## config.mk

```make
export PLATFORM = sky130hd
export DESIGN_NAME = inert_spi_resp_flat
export DESIGN_NICKNAME = d
export VERILOG_FILES = /design/src/rtl/inert_spi_resp_if.sv /design/src/rtl/inert_spi_resp.sv /design/src/flat_wrapper.sv
export SDC_FILE = /design/constraint.sdc
export NUM_CORES = 1
export LEC_CHECK = 0
export ABC_AREA = 1
export BUFFER_PORTS_ARGS = -buffer_cell sky130_fd_sc_hd__buf_4
export CORE_MARGIN = 2
export CORE_UTILIZATION = 42
export CTS_CLUSTER_SIZE = 10
export DETAILED_ROUTE_END_ITERATION = 16
export HOLD_SLACK_MARGIN = 0.03
export MAX_ROUTING_LAYER = met4
export PLACE_DENSITY = 0.67
export SLEW_MARGIN = 20
export SYNTH_ARGS = -nofsm -noshare
export SYNTH_HDL_FRONTEND = slang
export SYNTH_SLANG_ARGS = --single-unit
export TNS_END_PERCENT = 10
```

## constraint.sdc

```tcl
create_clock -name clk -period 2.9 [get_ports clk]
set_clock_uncertainty 0.15 [all_clocks]
set_input_delay 0.145 -clock clk [delete_from_list [all_inputs] [get_ports clk]]
set_output_delay 0.145 -clock clk [all_outputs]
set_load 0.01 [all_outputs]
```

## src/rtl/inert_spi_resp_if.sv

```systemverilog
// SPI pin bundle between the 16-bit SPI master and the inertial sensor model.
interface inert_spi_resp_if;
   logic SS_n;
   logic SCLK;
   logic MOSI;
   logic MISO;

   modport master (output SS_n, output SCLK, output MOSI, input MISO);
   modport slave  (input SS_n, input SCLK, input MOSI, output MISO);
endinterface

```

## src/rtl/inert_spi_resp.sv

```systemverilog
// Inertial sensor SPI responder: 16-bit read/write frames, configuration
// registers, ten polled data bytes and a data-ready interrupt.
module inert_spi_resp #(
   parameter int unsigned SCLK_DIV_MIN = 8,
   parameter logic [7:0]  WHO_AM_I     = 8'h6A
) (
   input  logic            clk,
   input  logic            rst,
   inert_spi_resp_if.slave spi,
   output logic            INT,
   input  logic            smpl_vld,
   input  logic [15:0]     ptch_in,
   input  logic [15:0]     roll_in,
   input  logic [15:0]     yaw_in,
   input  logic [15:0]     ax_in,
   input  logic [15:0]     ay_in,
   output logic [7:0]      cfg_int1,
   output logic [7:0]      cfg_xl,
   output logic [7:0]      cfg_g,
   output logic [7:0]      cfg_ctrl3
);

   localparam logic [7:0] HALF_MIN = 8'(SCLK_DIV_MIN / 2);

   typedef enum logic [1:0] {IDLE, ADDR, DATA, CMPL} state_t;

   typedef struct packed {
      logic [15:0] ptch;
      logic [15:0] roll;
      logic [15:0] yaw;
      logic [15:0] ax;
      logic [15:0] ay;
   } smpl_t;

   state_t      state, state_nxt;
   logic [2:0]  ss_sync;
   logic [2:0]  sclk_sync;
   logic [1:0]  mosi_sync;
   logic        mosi_s;
   logic        ss_fall, ss_rise;
   logic        sclk_rise_raw, sclk_fall_raw;
   logic        sclk_rise, sclk_fall;
   logic        edge_ok;
   logic [7:0]  gap_cnt;
   logic [3:0]  bit_cnt;
   logic [15:0] cmd, cmd_nxt;
   logic [7:0]  miso_sr;
   logic        miso_q;
   logic [7:0]  rd_data;
   logic [6:0]  rd_addr;
   logic        shift_en, cnt_clr, load_miso, commit;
   logic        apply, int_clr;
   smpl_t       smpl_new, smpl_q, pend_q, smpl_src;
   logic        pend_vld;

   assign spi.MISO = miso_q;

   // Bring the asynchronous SPI pins into the clk domain; third stage gives edges.
   always_ff @(posedge clk) begin
      if (rst) begin
         // Reset low so an SS_n already low mid-frame never looks like a fresh fall.
         ss_sync   <= '0;
         sclk_sync <= '0;
         mosi_sync <= '0;
      end else begin
         ss_sync   <= {ss_sync[1:0], spi.SS_n};
         sclk_sync <= {sclk_sync[1:0], spi.SCLK};
         mosi_sync <= {mosi_sync[0], spi.MOSI};
      end
   end

   assign mosi_s        = mosi_sync[1];
   assign ss_fall       = ss_sync[2] & ~ss_sync[1];
   assign ss_rise       = ~ss_sync[2] & ss_sync[1];
   assign sclk_rise_raw = ~sclk_sync[2] & sclk_sync[1];
   assign sclk_fall_raw = sclk_sync[2] & ~sclk_sync[1];

   // SCLK edges closer together than the minimum half period are treated as glitches.
   assign edge_ok   = (gap_cnt >= HALF_MIN);
   assign sclk_rise = sclk_rise_raw & edge_ok;
   assign sclk_fall = sclk_fall_raw & edge_ok;

   // Saturating count of clk cycles since the last accepted SCLK edge.
   always_ff @(posedge clk) begin
      if (rst) begin
         gap_cnt <= '1;
      end else if (sclk_rise | sclk_fall) begin
         gap_cnt <= '0;
      end else if (gap_cnt != '1) begin
         gap_cnt <= gap_cnt + 8'd1;
      end
   end

   // FSM state register.
   always_ff @(posedge clk) begin
      if (rst) begin
         state <= IDLE;
      end else begin
         state <= state_nxt;
      end
   end

   // FSM next state and frame-control strobes.
   always_comb begin
      state_nxt = state;
      shift_en  = 1'b0;
      cnt_clr   = 1'b0;
      load_miso = 1'b0;
      commit    = 1'b0;
      unique case (state)
         IDLE: begin
            if (ss_fall) begin
               state_nxt = ADDR;
               cnt_clr   = 1'b1;
            end
         end
         ADDR: begin
            if (sclk_rise) begin
               shift_en = 1'b1;
               if (bit_cnt == 4'd7) begin
                  state_nxt = DATA;
                  load_miso = 1'b1;
               end
            end
         end
         DATA: begin
            if (sclk_rise) begin
               shift_en = 1'b1;
               if (bit_cnt == 4'd15) begin
                  state_nxt = CMPL;
               end
            end
         end
         CMPL: begin
            commit    = 1'b1;
            state_nxt = IDLE;
         end
      endcase
      // A completed frame still commits in CMPL even if SS_n rises that cycle.
      if (ss_rise) begin
         state_nxt = IDLE;
         cnt_clr   = 1'b1;
         shift_en  = 1'b0;
         load_miso = 1'b0;
      end
   end

   assign cmd_nxt = {cmd[14:0], mosi_s};
   assign rd_addr = cmd_nxt[6:0];

   // Bit counter and command shift register.
   always_ff @(posedge clk) begin
      if (rst) begin
         bit_cnt <= '0;
         cmd     <= '0;
      end else begin
         if (cnt_clr) begin
            bit_cnt <= '0;
         end else if (shift_en) begin
            bit_cnt <= bit_cnt + 4'd1;
         end
         if (shift_en) begin
            cmd <= cmd_nxt;
         end
      end
   end

   // Read map, decoded from the address completing on the 8th rise.
   always_comb begin
      rd_data = 8'h00;
      unique case (rd_addr)
         7'h0D:   rd_data = cfg_int1;
         7'h0F:   rd_data = WHO_AM_I;
         7'h10:   rd_data = cfg_xl;
         7'h11:   rd_data = cfg_g;
         7'h14:   rd_data = cfg_ctrl3;
         7'h22:   rd_data = smpl_q.ptch[7:0];
         7'h23:   rd_data = smpl_q.ptch[15:8];
         7'h24:   rd_data = smpl_q.roll[7:0];
         7'h25:   rd_data = smpl_q.roll[15:8];
         7'h26:   rd_data = smpl_q.yaw[7:0];
         7'h27:   rd_data = smpl_q.yaw[15:8];
         7'h28:   rd_data = smpl_q.ax[7:0];
         7'h29:   rd_data = smpl_q.ax[15:8];
         7'h2A:   rd_data = smpl_q.ay[7:0];
         7'h2B:   rd_data = smpl_q.ay[15:8];
         default: rd_data = 8'h00;
      endcase
   end

   // MISO shift register: loaded at ADDR->DATA, one bit out per SCLK fall in DATA.
   always_ff @(posedge clk) begin
      if (rst) begin
         miso_sr <= '0;
         miso_q  <= 1'b0;
      end else begin
         if (load_miso) begin
            miso_sr <= cmd_nxt[7] ? rd_data : 8'h00;
         end else if ((state == DATA) && sclk_fall) begin
            miso_sr <= {miso_sr[6:0], 1'b0};
         end
         if (state != DATA) begin
            miso_q <= 1'b0;
         end else if (sclk_fall) begin
            miso_q <= miso_sr[7];
         end
      end
   end

   // Configuration register writes on completed write frames.
   always_ff @(posedge clk) begin
      if (rst) begin
         cfg_int1  <= '0;
         cfg_xl    <= '0;
         cfg_g     <= '0;
         cfg_ctrl3 <= '0;
      end else if (commit && !cmd[15]) begin
         unique case (cmd[14:8])
            7'h0D:   cfg_int1  <= cmd[7:0];
            7'h10:   cfg_xl    <= cmd[7:0];
            7'h11:   cfg_g     <= cmd[7:0];
            7'h14:   cfg_ctrl3 <= cmd[7:0];
            default: ;
         endcase
      end
   end

   assign smpl_new = '{ptch: ptch_in, roll: roll_in, yaw: yaw_in, ax: ax_in, ay: ay_in};
   // Samples only land in IDLE so no frame ever mixes old and new bytes;
   // a fresh strobe beats a pending one.
   assign apply    = (state == IDLE) && (smpl_vld || pend_vld);
   assign smpl_src = smpl_vld ? smpl_new : pend_q;

   // Pending buffer for samples arriving mid-frame, and the live data registers.
   always_ff @(posedge clk) begin
      if (rst) begin
         pend_q   <= '0;
         pend_vld <= 1'b0;
         smpl_q   <= '0;
      end else begin
         if (smpl_vld && (state != IDLE)) begin
            pend_q   <= smpl_new;
            pend_vld <= 1'b1;
         end else if (apply) begin
            pend_vld <= 1'b0;
         end
         if (apply) begin
            smpl_q <= smpl_src;
         end
      end
   end

   assign int_clr = commit && cmd[15] && (cmd[14:8] == 7'h22);

   // Data-ready interrupt: set on sample apply (when enabled) wins over clear.
   always_ff @(posedge clk) begin
      if (rst) begin
         INT <= 1'b0;
      end else if (apply && cfg_int1[1]) begin
         INT <= 1'b1;
      end else if (int_clr) begin
         INT <= 1'b0;
      end
   end

endmodule

```

## src/flat_wrapper.sv

```systemverilog
// flat-port wrapper written by rule: the top's interface ports become plain ports
module inert_spi_resp_flat 
#(
   parameter int unsigned SCLK_DIV_MIN = 8,
   parameter logic [7:0]  WHO_AM_I     = 8'h6A
)
  (clk, rst, INT, smpl_vld, ptch_in, roll_in, yaw_in, ax_in, ay_in, cfg_int1, cfg_xl, cfg_g, cfg_ctrl3, spi_SS_n, spi_SCLK, spi_MOSI, spi_MISO);
  inert_spi_resp_if spi_i ();
  input  logic clk;
  input  logic rst;
  output logic INT;
  input  logic smpl_vld;
  input  logic [15:0] ptch_in;
  input  logic [15:0] roll_in;
  input  logic [15:0] yaw_in;
  input  logic [15:0] ax_in;
  input  logic [15:0] ay_in;
  output logic [7:0] cfg_int1;
  output logic [7:0] cfg_xl;
  output logic [7:0] cfg_g;
  output logic [7:0] cfg_ctrl3;
  input wire logic [$bits(spi_i.SS_n)-1:0] spi_SS_n;
  input wire logic [$bits(spi_i.SCLK)-1:0] spi_SCLK;
  input wire logic [$bits(spi_i.MOSI)-1:0] spi_MOSI;
  output wire logic [$bits(spi_i.MISO)-1:0] spi_MISO;
  assign spi_i.SS_n = spi_SS_n;
  assign spi_i.SCLK = spi_SCLK;
  assign spi_i.MOSI = spi_MOSI;
  assign spi_MISO = spi_i.MISO;
  inert_spi_resp #(.SCLK_DIV_MIN(SCLK_DIV_MIN), .WHO_AM_I(WHO_AM_I)) u_core (.clk(clk), .rst(rst), .spi(spi_i), .INT(INT), .smpl_vld(smpl_vld), .ptch_in(ptch_in), .roll_in(roll_in), .yaw_in(yaw_in), .ax_in(ax_in), .ay_in(ay_in), .cfg_int1(cfg_int1), .cfg_xl(cfg_xl), .cfg_g(cfg_g), .cfg_ctrl3(cfg_ctrl3));
endmodule
```

==> metrics.yaml, run 1 <==
timing:
  rsz_0062_raised_after_global_routing: "false"
  max_freq_ghz: 0.4143
  min_period_over_period_pct: 83.23
  timing.final.crit_period_ps: 2414
  slew-limit-headroom_pct: 36.97
  timing.final.hold_violations: 0
  tns_ps: 0
  timing.final.setup_violations: 0
  finalHoldWorstSlack_ps: 215.4
  final-max-slew-violation-count: 0
  worst_pin_slew_ps: 945.5
yosys:
  synth_top_cell_by_area: "sky130_fd_sc_hd__dfxtp_1"
  synthMostInstantiatedCell: "sky130_fd_sc_hd__nand2_1"
  synth_xor_xnor_area_share_pct: 0
  yosysUniqueCellTypes: 29
  postSynthAreaPerCell_um2: 7.040
  net_count_after_synthesis: 1586
  synth.yosys.warnings: 0
  share_of_synthesized_area_spent_on_multiplexers_pct: 0
  asyncSetResetFlopFracSynth_pct: 0
  dominant_combinational_cell_family_by_area_after_synthesis: "simple AND/OR/NAND/NOR gates"
  netlist_top_cells_count: "463 x sky130_fd_sc_hd__nand2_1, 241 x sky130_fd_sc_hd__dfxtp_1, 147 x sky130_fd_sc_hd__o21ai_0, 128 x sky130_fd_sc_hd__a21oi_1, 123 x sky130_fd_sc_hd__nand3_1"
  synthAdderAreaFrac_pct: 0.8333
  synthTopCellsByArea: "sky130_fd_sc_hd__dfxtp_1 46%, sky130_fd_sc_hd__nand2_1 17%, sky130_fd_sc_hd__o21ai_0 7.0%, sky130_fd_sc_hd__a21oi_1 6.1%, sky130_fd_sc_hd__nand3_1 5.9%"
  synthSimpleGateAreaFrac_pct: 26.51
  syn-instance-count: 1493
  yosysSeqAreaShare_pct: 45.90
  fraction_of_synthesized_cell_area_taken_by_the_top_area_cell_type_pct: 45.90
  synth_edf_count: 0
  mappedNetlistArea_mm2: 0.01051
  synth_flop_cell: "sky130_fd_sc_hd__dfxtp_1"
  synth_compound_area_share_pct: 19.63
  register_bit_total_from_synthesis: 241
placement:
  portBuffers: 119
  place_hpwl_um: 20770
  placedCellCount: 1862
  gp_congestion: 0.9514
cts:
  worst_skew_pair.late_latency_ps: 540
  numClockSinks: 241
  post_cts.resized_instances: 0
  clk_pin_slew_ps: 60
  cts-htree-levels: 1
  maximum_buffer_depth_of_the_clock_tree: 3
  cts_root_buf: "sky130_fd_sc_hd__clkbuf_16"
  tritoncts.num_buffers: 28
  tritoncts_clock_tree: "done"
global_routing:
  globalRouteTotalUtil_pct: 25.15
  grt_pass1_wl_um: 52030
  grt.overflow.total: 0
  grt_pass1_vias: 9746
  antenna_found_initial: 0
  maximum_number_of_pins_on_one_net_before_global_route_repair: 81
routing:
  final_antenna_net_count: 0
  drt_iter0_markers: 937
  remaining_drc_errors: 0
  wl_per_cell_um: 16.34
  drt_first_pass_iters: 5
  routed_wirelength_um: 32670
  avgViaCountPerCell: 5.334
  detailroute.via_count: 10660
floorplan:
  floorplan.io_pins: 120
  floorplan.initialDensity_pct: 42.96
  die_width_um: 162.2
  std_cell_rows: 57
  placeable_core_region_mm2: 0.02446
  die_extent_in_y_um: 162.2
  fp.dieArea_mm2: 0.02631
power_and_ir_drop:
  cell_internal_pwr_uw: 6569
  max-vdd-ir-drop_v: 0.0004418
  powerDensity_mw_per_mm2: 719.0
  clockPowerShare_pct: 32.2
  p_switching_uw: 3076
  power_switching_share_pct: 31.90
  power.sequential.fraction_pct: 44.5
  cellLeakagePower_uw: 0.005507
  combinational_power_share_pct: 23.3
critical_path:
  slowest_delay_ps: 600
  crit_path_capture: "u_core.pend_q[21]"
  reg2reg_depth: 7
  start_kind: "flop"
  worst-endpoint-required_ps: 3220
  crit_path_max_fanout: 80
  cp_data_arrival_time_ps: 2740
  worstSetupEndpointType: "flop"
  critical_path.reg2reg.startpoint: "u_core.state[0]"
  worstSetupPathType: "reg2reg"
  crit-reg2reg-capture: "u_core.pend_q[21]"
  slowest_stage: "sky130_fd_sc_hd__dlygate4sd3_1"
  r2r_slack_ps: 490
  critical_path.cell_chain: "inv_1, ha_1, nor2_4, buf_12, nand2_1, a21oi_1, dlygate4sd3_1"
  worst_setup_path_startpoint: "u_core.state[0]"
layout:
  num-nets-final: 1762
  final-instance-count-excl-fill: 1999
  area_delta_synth_final_pct: 27.64
  drive_above_1_share_pct: 11.76
  n_fill_cell: 2296
  antenna_diode_count: 0
outcome:
  status: "complete, no violations"
job:
  cap_viol_max_count: 0
min_path:
  hold_class: "in2reg"
[layout by cell type, fill, tap and decap left out, types with 29 or more instances in the layout]
master                          instances
sky130_fd_sc_hd__a21oi_1              128
sky130_fd_sc_hd__a31oi_1               84
sky130_fd_sc_hd__buf_4                131
sky130_fd_sc_hd__clkbuf_16             29
sky130_fd_sc_hd__dfxtp_1              241
sky130_fd_sc_hd__dlygate4sd3_1        101
sky130_fd_sc_hd__inv_1                 85
sky130_fd_sc_hd__nand2_1              463
sky130_fd_sc_hd__nand3_1              123
sky130_fd_sc_hd__nor2_1                70
sky130_fd_sc_hd__o21ai_0              147
[power by group through the flow]
stage	registers [uW]	logic, uW	clock network [uW]
2_1_floorplan	4180	1510	0
3_3_place_gp	4340	2050	0
3_5_place_dp	4340	2080	0
4_1_cts	4280	2230	3150
5_1_grt	4340	2540	3290
6_report	4290	2240	3110
[kinds of logic after synthesis]
group | after synthesis
DFF | 241
and+or+nand+nor | 681
buffers and inverters | 185
AOI/OAI and AO/OA | 379
adders and majority gates | 7
[metrics by stage]
| step | total power [uW] | util, % | setup slack [ps] | cell area [um2] |
|---|---|---|---|---|
| after floorplan | 5689 | - | 1225 | 10510 |
| after global placement | 6381 | 47.55 | 749.4 | 11630 |
| after detailed placement | 6422 | 47.55 | 715.6 | 11630 |
| after CTS | 9660 | 54.84 | 592.1 | 13420 |
| after global routing | 10170 | 54.84 | 375.2 | 13420 |
| final | 9645 | 54.84 | 486.4 | 13420 |
[worst min path at each step]
stage	start	to	slack, ps	cells after the start
4_1_cts	spi_SCLK	u_core.sclk_sync[0]	190	4
2_1_floorplan	spi_MOSI	u_core.mosi_sync[0]	100	2
3_5_place_dp	spi_SCLK	u_core.sclk_sync[0]	200	3
6_report	spi_SS_n	u_core.ss_sync[0]	220	4
3_3_place_gp	spi_SCLK	u_core.sclk_sync[0]	200	3
5_1_grt	spi_SCLK	u_core.sclk_sync[0]	230	4
[layout make-up]
class	instances	area (um2)	share of cell area (%)
Multi-Input combinational cell	1067	4950	36.90
Inverter	93	349.1	2.602
Tap cell	324	405.4	3.022
Sequential cell	241	4825	35.96
Timing Repair Buffer	238	2115	15.76
Clock buffer	36	772.0	5.755
[state kept, by name (all words and copies together) (netlist names)]
signal	flops
u_core.INT	1
u_core.state	2
u_core.pend_vld	1
u_core.cmd	16
u_core.gap_cnt	8
u_core.cfg_g	8
u_core.sclk_sync	3
u_core.cfg_ctrl3	8
u_core.bit_cnt	4
u_core.cfg_int1	8
u_core.cfg_xl	8
u_core.mosi_sync	2
u_core.miso_sr	8
u_core.spi.MISO	1
u_core.pend_q	80
u_core.ss_sync	3
u_core.smpl_q	80
[critical path, delay by kind of cell (launching register included)]
kind | cells | cell delay, ps
compound gates | 1 | 190
flops | 1 | 350
fa+ha+maj | 1 | 300
buf+inv | 3 | 990
simple gates | 2 | 270
[repair_timing]
action	CTS	global route
buffers inserted	0	0
setup endpoints to repair	0	0
hold buffers	101	0
hold endpoints to repair	170	0
[routing by layer]
metal,wire (um),up-vias,global-route usage (%),part of all wire (%)
li1,-,5306,-,-
met1,14880,4952,34.61,46
met2,14890,348,39.15,46
met3,2060,57,3.013,6.3
met4,833,0,7.160,2.6
met5,0,-,-,0
No activity file was read; power rests on OpenSTA's default activity.
==> run 2: changes to the inputs <==
--- a/config.mk
+++ b/config.mk
@@ -5,7 +5,7 @@
 export SDC_FILE = /design/constraint.sdc
 export NUM_CORES = 1
 export LEC_CHECK = 0
-export ABC_AREA = 1
+export ABC_AREA = 0
 export BUFFER_PORTS_ARGS = -buffer_cell sky130_fd_sc_hd__buf_4
 export CORE_MARGIN = 2
 export CORE_UTILIZATION = 42
@@ -13,7 +13,7 @@
 export DETAILED_ROUTE_END_ITERATION = 16
 export HOLD_SLACK_MARGIN = 0.03
 export MAX_ROUTING_LAYER = met4
-export PLACE_DENSITY = 0.67
+export PLACE_DENSITY = 0.66
 export SLEW_MARGIN = 20
 export SYNTH_ARGS = -nofsm -noshare
 export SYNTH_HDL_FRONTEND = slang
==> constraint.sdc (replaced) <==
create_clock -name clk -period 2.35 [get_ports clk]
set_clock_uncertainty 0.15 [all_clocks]
set_input_delay 0.1175 -clock clk [delete_from_list [all_inputs] [get_ports clk]]
set_output_delay 0.1175 -clock clk [all_outputs]
set_load 0.01 [all_outputs]
==> run 2 against run 1 <==
Against the previous run: critical path type unchanged; synthesized cell count is 16% lower; largest power group unchanged; count of clock-buffer cells in the layout fell by 4; first-iteration DRC count decreased by 5.4%; design area up 4.5%; synthesized area up 3.8%.
==> metrics.yaml, run 2 <==
layout:
  drive_above_1_share_pct: 18.20  # +6.4 points
  mostFrequentLayoutCell: "sky130_fd_sc_hd__dfxtp_1"
  layout.cells.most_common_list: "240 x sky130_fd_sc_hd__dfxtp_1, 189 x sky130_fd_sc_hd__nand2_1, 172 x sky130_fd_sc_hd__buf_4, 150 x sky130_fd_sc_hd__nor2_1, 123 x sky130_fd_sc_hd__mux2i_1"
  biggestRegsByFlops: "u_core.pend_q x80, u_core.smpl_q x80, u_core.cmd x16"
  num-nets-final: 1545  # -12%
  antenna_diode_count: 0  # unchanged
  area_delta_synth_final_pct: 28.44
placement:
  worst_slack_placed_ps: 36.08  # -679.5 ps
  gp_congestion: 1.013  # +6.5%
  portBuffers: 119  # unchanged
  place_hpwl_um: 22230  # +7.0%
min_path:
  hold_path.startpoint: "spi_MOSI"
  hold_class: "in2reg"
  hold_path_end: "u_core.mosi_sync[0]"
  hold-path-cell-count: 3  # -1
cts:
  cts_root_buf: "sky130_fd_sc_hd__clkbuf_16"
  numClockSinks: 241  # unchanged
  cts.repair_timing.setup_buffer_count: 0  # unchanged
  worst_skew_pair.late_latency_ps: 540  # about the same
  cts-htree-levels: 1  # unchanged
  maximum_buffer_depth_of_the_clock_tree: 3  # unchanged
  tritoncts.num_buffers: 28  # unchanged
  tritoncts_clock_tree: "done"
  clk_pin_slew_ps: 50  # about the same
floorplan:
  fp.dieArea_mm2: 0.02728  # +3.7%
  placeable_core_region_mm2: 0.02533  # +3.5%
  floorplan.io_pins: 120  # unchanged
  std_cell_rows: 58  # +1.8%
  die_extent_in_y_um: 165.2  # +1.8%
  die_width_um: 165.2  # +1.8%
  floorplan.initialDensity_pct: 43.08  # +0.11 points
timing:
  timing.final.hold_violations: 0  # unchanged
  slew-limit-headroom_pct: 45.49  # +8.5 points
  min_period_over_period_pct: 95.91  # +13 points
  max_freq_ghz: 0.4437  # +7.1%
  worst_pin_slew_ps: 817.7  # -127.8 ps
  finalHoldWorstSlack_ps: 194.6  # -20.82 ps
  layout_setup_ws_ps: 96.17  # -390.3 ps
  tns_ps: 0  # unchanged
  timing.final.setup_violations: 0  # unchanged
  rsz_0062_raised_after_global_routing: "false"
  final-max-slew-violation-count: 0  # unchanged
  timing.final.crit_period_ps: 2254  # -159.7 ps
routing:
  wl_per_cell_um: 17.89  # +9.5%
  final_antenna_net_count: 0  # unchanged
  detailroute.via_count: 9687  # -9.2%
  routed_wirelength_um: 31950  # -2.2%
  avgViaCountPerCell: 5.424  # +1.7%
  drt_iter0_markers: 886  # -5.4%
  remaining_drc_errors: 0  # unchanged
  drt_first_pass_iters: 7  # +2
power_and_ir_drop:
  p_switching_uw: 2664  # -13%
  power_switching_share_pct: 26.74  # -5.2 points
  cellLeakagePower_uw: 0.005479  # -0.51%
  combinational_power_share_pct: 15.6  # -7.7 points
  powerDensity_mw_per_mm2: 711.0  # -1.1%
  cell_internal_pwr_uw: 7300  # +11%
  clockPowerShare_pct: 37.6  # +5.4 points
  power.sequential.fraction_pct: 46.9  # +2.4 points
  max-vdd-ir-drop_v: 0.0005125  # +16%
critical_path:
  critical_path.reg2reg.startpoint: "u_core.state[0]"
  crit-reg2reg-capture: "u_core.cfg_int1[7]"
  cp_data_arrival_time_ps: 2490  # -250 ps
  critical_path.cell_chain: "ha_1, or4b_4, or4_4, mux2i_1, nor2_1"
  crit_path_max_fanout: 13  # -84%
  start_kind: "flop"
  worst-endpoint-required_ps: 2590  # -630 ps
  worstSetupPathType: "reg2reg"
  r2r_slack_ps: 100  # -390 ps
  crit_buf_inv: 0  # -3
  worstSetupEndpointType: "flop"
  reg2reg_depth: 5  # -2
  critical_path.top_delay_family: "simple AND/OR/NAND/NOR gates"
  slowest_stage: "sky130_fd_sc_hd__or4_4"
  critical_path_depth: 5  # -2
  slowest_delay_ps: 670  # +70 ps
yosys:
  yosysSeqAreaShare_pct: 44.22  # -1.7 points
  synth_flop_cell: "sky130_fd_sc_hd__dfxtp_1"
  netlist_top_cells_count: "241 x sky130_fd_sc_hd__dfxtp_1, 189 x sky130_fd_sc_hd__nand2_1, 151 x sky130_fd_sc_hd__nor2_1, 123 x sky130_fd_sc_hd__mux2i_1, 100 x sky130_fd_sc_hd__a21oi_1"
  postSynthAreaPerCell_um2: 8.694  # +23%
  syn-instance-count: 1255  # -16%
  mappedNetlistArea_mm2: 0.01091  # +3.8%
  yosysUniqueCellTypes: 73  # +150%
  synthTopCellsByArea: "sky130_fd_sc_hd__dfxtp_1 44%, sky130_fd_sc_hd__mux2i_1 11%, sky130_fd_sc_hd__nand2_1 6.5%, sky130_fd_sc_hd__a211oi_1 6.1%, sky130_fd_sc_hd__nor2_1 5.2%"
  synth.yosys.warnings: 0  # unchanged
  net_count_after_synthesis: 1348  # -15%
  fraction_of_synthesized_cell_area_taken_by_the_top_area_cell_type_pct: 44.22  # -1.7 points
  register_bit_total_from_synthesis: 241  # unchanged
  asyncSetResetFlopFracSynth_pct: 0  # unchanged
  synth_top_cell_by_area: "sky130_fd_sc_hd__dfxtp_1"
  synthMostInstantiatedCell: "sky130_fd_sc_hd__dfxtp_1"
  synth_edf_count: 0  # unchanged
global_routing:
  grt.overflow.total: 0  # unchanged
  grt_util_met2_pct: 37.92  # -1.2 points
  globalRouteTotalUtil_pct: 24.18  # -0.97 points
  met3_grt_util_pct: 3.347  # +0.33 points
  maximum_number_of_pins_on_one_net_before_global_route_repair: 151  # +86%
  grt.busiest_layer: "met2"
  global_route.usage.met1_pct: 32.90  # -1.7 points
  grt_pass1_vias: 9403  # -3.5%
  antenna_found_initial: 0  # unchanged
  grt_pass1_wl_um: 50820  # -2.3%
outcome:
  status: "complete, no violations"
job:
  cap_viol_max_count: 0  # unchanged
-- run 2: changes by cell type in the layout (fill, tap and decap cells not counted), sizes merged, moves of 30 or more --
cell    delta
a21oi     -30
a211oi    +80
inv       -80
nand2    -274
nand3     -96
mux2i    +123
o21ai    -124
nor2      +80
a31oi     -79
buf       +46
-- run 2: logic make-up (layout without fill, tap and decap cells) --
kind of cell / count (synthesis) / after routing / synth area share (%)
adders and majority gates: 7 / 7 / 0.8027
AOI/OAI and AO/OA: 287 / 287 / 17.41
buffers and inverters: 116 / 317 / 4.759
muxes: 136 / 136 / 12.63
and+or+nand+nor: 462 / 462 / 19.70
DFF: 241 / 241 / 44.22
xor gates and xnor gates: 6 / 6 / 0.4817
-- run 2: power by group through the flow --
stage	clock, uW	combinational [uW]	sequential, uW
2_1_floorplan	0	1010	4660
3_3_place_gp	0	1400	4750
3_5_place_dp	0	1430	4750
4_1_cts	3830	1550	4670
5_1_grt	3970	1730	4710
6_report	3740	1550	4670
-- run 2: worst max-delay path by stage --
stage,start,to,slack (ps)
4_1_cts,u_core.cmd[3],u_core.miso_sr[6],30
3_5_place_dp,u_core.cmd[3],u_core.miso_sr[6],40
3_3_place_gp,u_core.cmd[3],u_core.miso_sr[0],-10
2_1_floorplan,u_core.state[0],u_core.cfg_int1[1],160
5_1_grt,u_core.cmd[1],u_core.miso_sr[3],10
6_report,u_core.state[0],u_core.cfg_int1[7],100
-- run 2: metal layers --
metal	vias to the layer above	wire length, um
li1	4828	-
met1	4525	14990
met2	283	14500
met3	51	1650
met4	0	808
met5	-	0
-- run 2: through the flow --
| stage | utilization [%] | cells | cell area [um2] | total power (uW) |
|---|---|---|---|---|
| finish | 55.33 | 1786 | 14010 | 9963 |
| global route | 55.33 | 1786 | 14010 | 10410 |
| CTS | 55.26 | 1786 | 14000 | 10050 |
| detailed placement | 48.91 | 1667 | 12390 | 6182 |
| global placement | 48.91 | 1667 | 12390 | 6150 |
| floorplan | - | 1255 | 10910 | 5661 |
-- run 2: timing repair --
| action | 4_1_cts | 5_1_grt |
|---|---|---|
| setup endpoints to repair | 0 | 6 |
| resized for setup | 0 | 6 |
| hold buffers | 85 | 0 |
| hold endpoints to repair | 197 | 0 |
-- run 2: cell type report --
type,instances,area (um2)
Sequential cell,241,4826
Inverter,15,56.30
Clock inverter,2,21.27
Clock buffer,32,735.7
Timing Repair Buffer,268,2354
Fill cell,2261,11310
Tap cell,330,412.9
Multi-Input combinational cell,898,5608
-- run 2: worst min-delay path, cell delays in order --
cell	delay (ps)
sky130_fd_sc_hd__dlygate4sd3_1	520
sky130_fd_sc_hd__buf_4	90
sky130_fd_sc_hd__nor2b_1	100
==> run 3: changes to the inputs <==
--- a/config.mk
+++ b/config.mk
@@ -6,14 +6,14 @@
 export NUM_CORES = 1
 export LEC_CHECK = 0
 export ABC_AREA = 0
-export BUFFER_PORTS_ARGS = -buffer_cell sky130_fd_sc_hd__buf_4
 export CORE_MARGIN = 2
 export CORE_UTILIZATION = 42
 export CTS_CLUSTER_SIZE = 10
 export DETAILED_ROUTE_END_ITERATION = 16
+export DONT_BUFFER_PORTS = 1
 export HOLD_SLACK_MARGIN = 0.03
 export MAX_ROUTING_LAYER = met4
-export PLACE_DENSITY = 0.66
+export PLACE_DENSITY = 0.62
 export SLEW_MARGIN = 20
 export SYNTH_ARGS = -nofsm -noshare
 export SYNTH_HDL_FRONTEND = slang
==> constraint.sdc (replaced) <==
create_clock -name clk -period 2.6 [get_ports clk]
set_clock_uncertainty 0.15 [all_clocks]
set_input_delay 0.13 -clock clk [delete_from_list [all_inputs] [get_ports clk]]
set_output_delay 0.13 -clock clk [all_outputs]
set_load 0.01 [all_outputs]
==> run 3 against run 2 <==
Against the previous run: global-route usage grew 1.5 points; combinational power shrank 3%; flip-flop and latch count is the same; total power shrank 6.5%; setup slack lost 1.6 ps; critical path type unchanged; via count grew 0.67%; first-iteration DRC count shrank 15%; register-to-register slack is essentially flat; utilization grew 0.68 points; final cell count shrank 1.1%; die area is the same; largest cell class unchanged.
==> metrics.yaml, run 3 (same netlist as run 2, synthesis figures left out) <==
layout:
  drive_above_1_share_pct: 9.951  # -8.2 points
  mostFrequentLayoutCell: "sky130_fd_sc_hd__dfxtp_1"
  biggestRegsByFlops: "u_core.pend_q x80, u_core.smpl_q x80, u_core.cmd x16"
  layout.cells.most_common_list: "239 x sky130_fd_sc_hd__dfxtp_1, 190 x sky130_fd_sc_hd__dlygate4sd3_1, 189 x sky130_fd_sc_hd__nand2_1, 151 x sky130_fd_sc_hd__nor2_1, 123 x sky130_fd_sc_hd__mux2i_1"
  n_fill_cell: 2258  # -0.13%
  num-nets-final: 1524  # -1.4%
  antenna_diode_count: 0  # unchanged
  area_delta_synth_final_pct: 30.01
floorplan:
  floorplan.initialDensity_pct: 43.08  # unchanged
  die_extent_in_y_um: 165.2  # unchanged
  die_width_um: 165.2  # unchanged
  std_cell_rows: 58  # unchanged
  fp.dieArea_mm2: 0.02728  # unchanged
  placeable_core_region_mm2: 0.02533  # unchanged
  floorplan.io_pins: 120  # unchanged
critical_path:
  slowest_stage: "sky130_fd_sc_hd__dlygate4sd3_1"
  critical_path.cell_chain: "ha_1, or4b_4, inv_1, nand4_1, buf_4, mux2i_1, nor2_1, dlygate4sd3_1"
  slowest_delay_ps: 560  # -110 ps
  start_kind: "flop"
  worst-endpoint-required_ps: 2890  # +300 ps
  worstSetupEndpointType: "flop"
  cp_data_arrival_time_ps: 2790  # +300 ps
  worstSetupPathType: "reg2reg"
  r2r_slack_ps: 90  # about the same
  crit_path_max_fanout: 8  # -5
timing:
  timing.final.setup_violations: 0  # unchanged
  rsz_0062_raised_after_global_routing: "false"
  final-max-slew-violation-count: 0  # unchanged
  timing.final.hold_violations: 0  # unchanged
  timing.final.crit_period_ps: 2505  # +251.6 ps
  tns_ps: 0  # unchanged
  min_period_over_period_pct: 96.36  # +0.46 points
  slew-limit-headroom_pct: 57.46  # +12 points
  worst_pin_slew_ps: 635.8  # -181.8 ps
  max_freq_ghz: 0.3991  # -10%
  layout_setup_ws_ps: 94.55  # -1.611 ps
  finalHoldWorstSlack_ps: 42.02  # -152.6 ps
routing:
  avgViaCountPerCell: 5.519  # +1.8%
  detailroute.via_count: 9752  # +0.67%
  remaining_drc_errors: 0  # unchanged
  wl_per_cell_um: 19.37  # +8.3%
  final_antenna_net_count: 0  # unchanged
  routed_wirelength_um: 34220  # +7.1%
  drt_first_pass_iters: 5  # -2
  drt_iter0_markers: 753  # -15%
global_routing:
  antenna_found_initial: 0  # unchanged
  grt_pass1_vias: 9612  # +2.2%
  grt.overflow.total: 0  # unchanged
  globalRouteTotalUtil_pct: 25.70  # +1.5 points
  grt_pass1_wl_um: 53450  # +5.2%
  maximum_number_of_pins_on_one_net_before_global_route_repair: 127  # -16%
cts:
  clk_pin_slew_ps: 60  # about the same
  tritoncts_clock_tree: "done"
  tritoncts.num_buffers: 29  # +3.6%
  numClockSinks: 241  # unchanged
  maximum_buffer_depth_of_the_clock_tree: 3  # unchanged
  cts-htree-levels: 1  # unchanged
  worst_skew_pair.late_latency_ps: 550  # about the same
  cts_root_buf: "sky130_fd_sc_hd__clkbuf_16"
placement:
  gp_congestion: 0.9771  # -3.5%
  worst_slack_placed_ps: 39.71  # +3.632 ps
  place_hpwl_um: 21690  # -2.4%
  portBuffers: 0  # -100%
outcome:
  status: "complete, no violations"
min_path:
  hold_class: "in2reg"
power_and_ir_drop:
  power_switching_share_pct: 26.60  # -0.14 points
  power.sequential.fraction_pct: 45.4  # -1.5 points
  powerDensity_mw_per_mm2: 656.8  # -7.6%
  cell_internal_pwr_uw: 6838  # -6.3%
  cellLeakagePower_uw: 0.005543  # +1.2%
  totalPowerFinal_uw: 9316  # -6.5%
  max-vdd-ir-drop_v: 0.0005593  # +9.1%
  clockPowerShare_pct: 38.5  # +0.9 points
  p_switching_uw: 2478  # -7.0%
  combinational_power_share_pct: 16.0  # +0.4 points
job:
  cap_viol_max_count: 0  # unchanged
run 3: final cells by class:
class | count | area, um2 | area share [%]
multi-input combinational | 898 | 5607 | 39.53
sequential | 241 | 4827 | 34.03
timing repair buffer | 246 | 2475 | 17.45
clock buffer | 34 | 784.5 | 5.531
tap | 330 | 412.9 | 2.911
inverter | 15 | 56.30 | 0.3969
clock inverter | 3 | 22.52 | 0.1588
run 3: worst paths after layout:
path                          to  cells after the start               from
max          u_core.cfg_ctrl3[4]                      8    u_core.state[0]
min          u_core.cfg_ctrl3[6]                      2                rst
max reg2reg  u_core.cfg_ctrl3[4]                      8    u_core.state[0]
min reg2reg    u_core.pend_q[20]                      2  u_core.pend_q[20]
run 3: power groups by stage:
| stage | clock [uW] | sequential [uW] | combinational (uW) |
|---|---|---|---|
| 2_1_floorplan | 0 | 4210 | 909 |
| 3_3_place_gp | 0 | 4300 | 1090 |
| 3_5_place_dp | 0 | 4300 | 1120 |
| 4_1_cts | 3650 | 4230 | 1460 |
| 5_1_grt | 3790 | 4270 | 1660 |
| 6_report | 3590 | 4230 | 1500 |
run 3: worst max-delay path: cells and delay by family (launching register included):
kind          cells  cell delay [ps]
mux               1              230
fa+ha+maj         1              180
flops             1              340
simple gates      3              650
buf+inv           3              840
run 3: stage by stage:
stage | utilization (%) | cell area, um2 | cells
CTS | 55.77 | 14120 | 1763
finish | 56.01 | 14180 | 1767
global placement | 44.86 | 11360 | 1534
global route | 56.01 | 14180 | 1767
detailed placement | 44.86 | 11360 | 1534
floorplan | - | 10910 | 1255
run 3: timing repair:
| item | in CTS | in global routing |
|---|---|---|
| hold buffers | 192 | 0 |
| setup buffers | 0 | 4 |
| hold endpoints to repair | 238 | 0 |
| resized for setup | 0 | 7 |
| setup endpoints to repair | 0 | 57 |
run 3: metal layers:
metal  wire length [um]  GRT usage, %
met1              15100         32.96
met2              15990         41.38
met3               2040         4.620
met4               1083         7.866
met5                  0             -
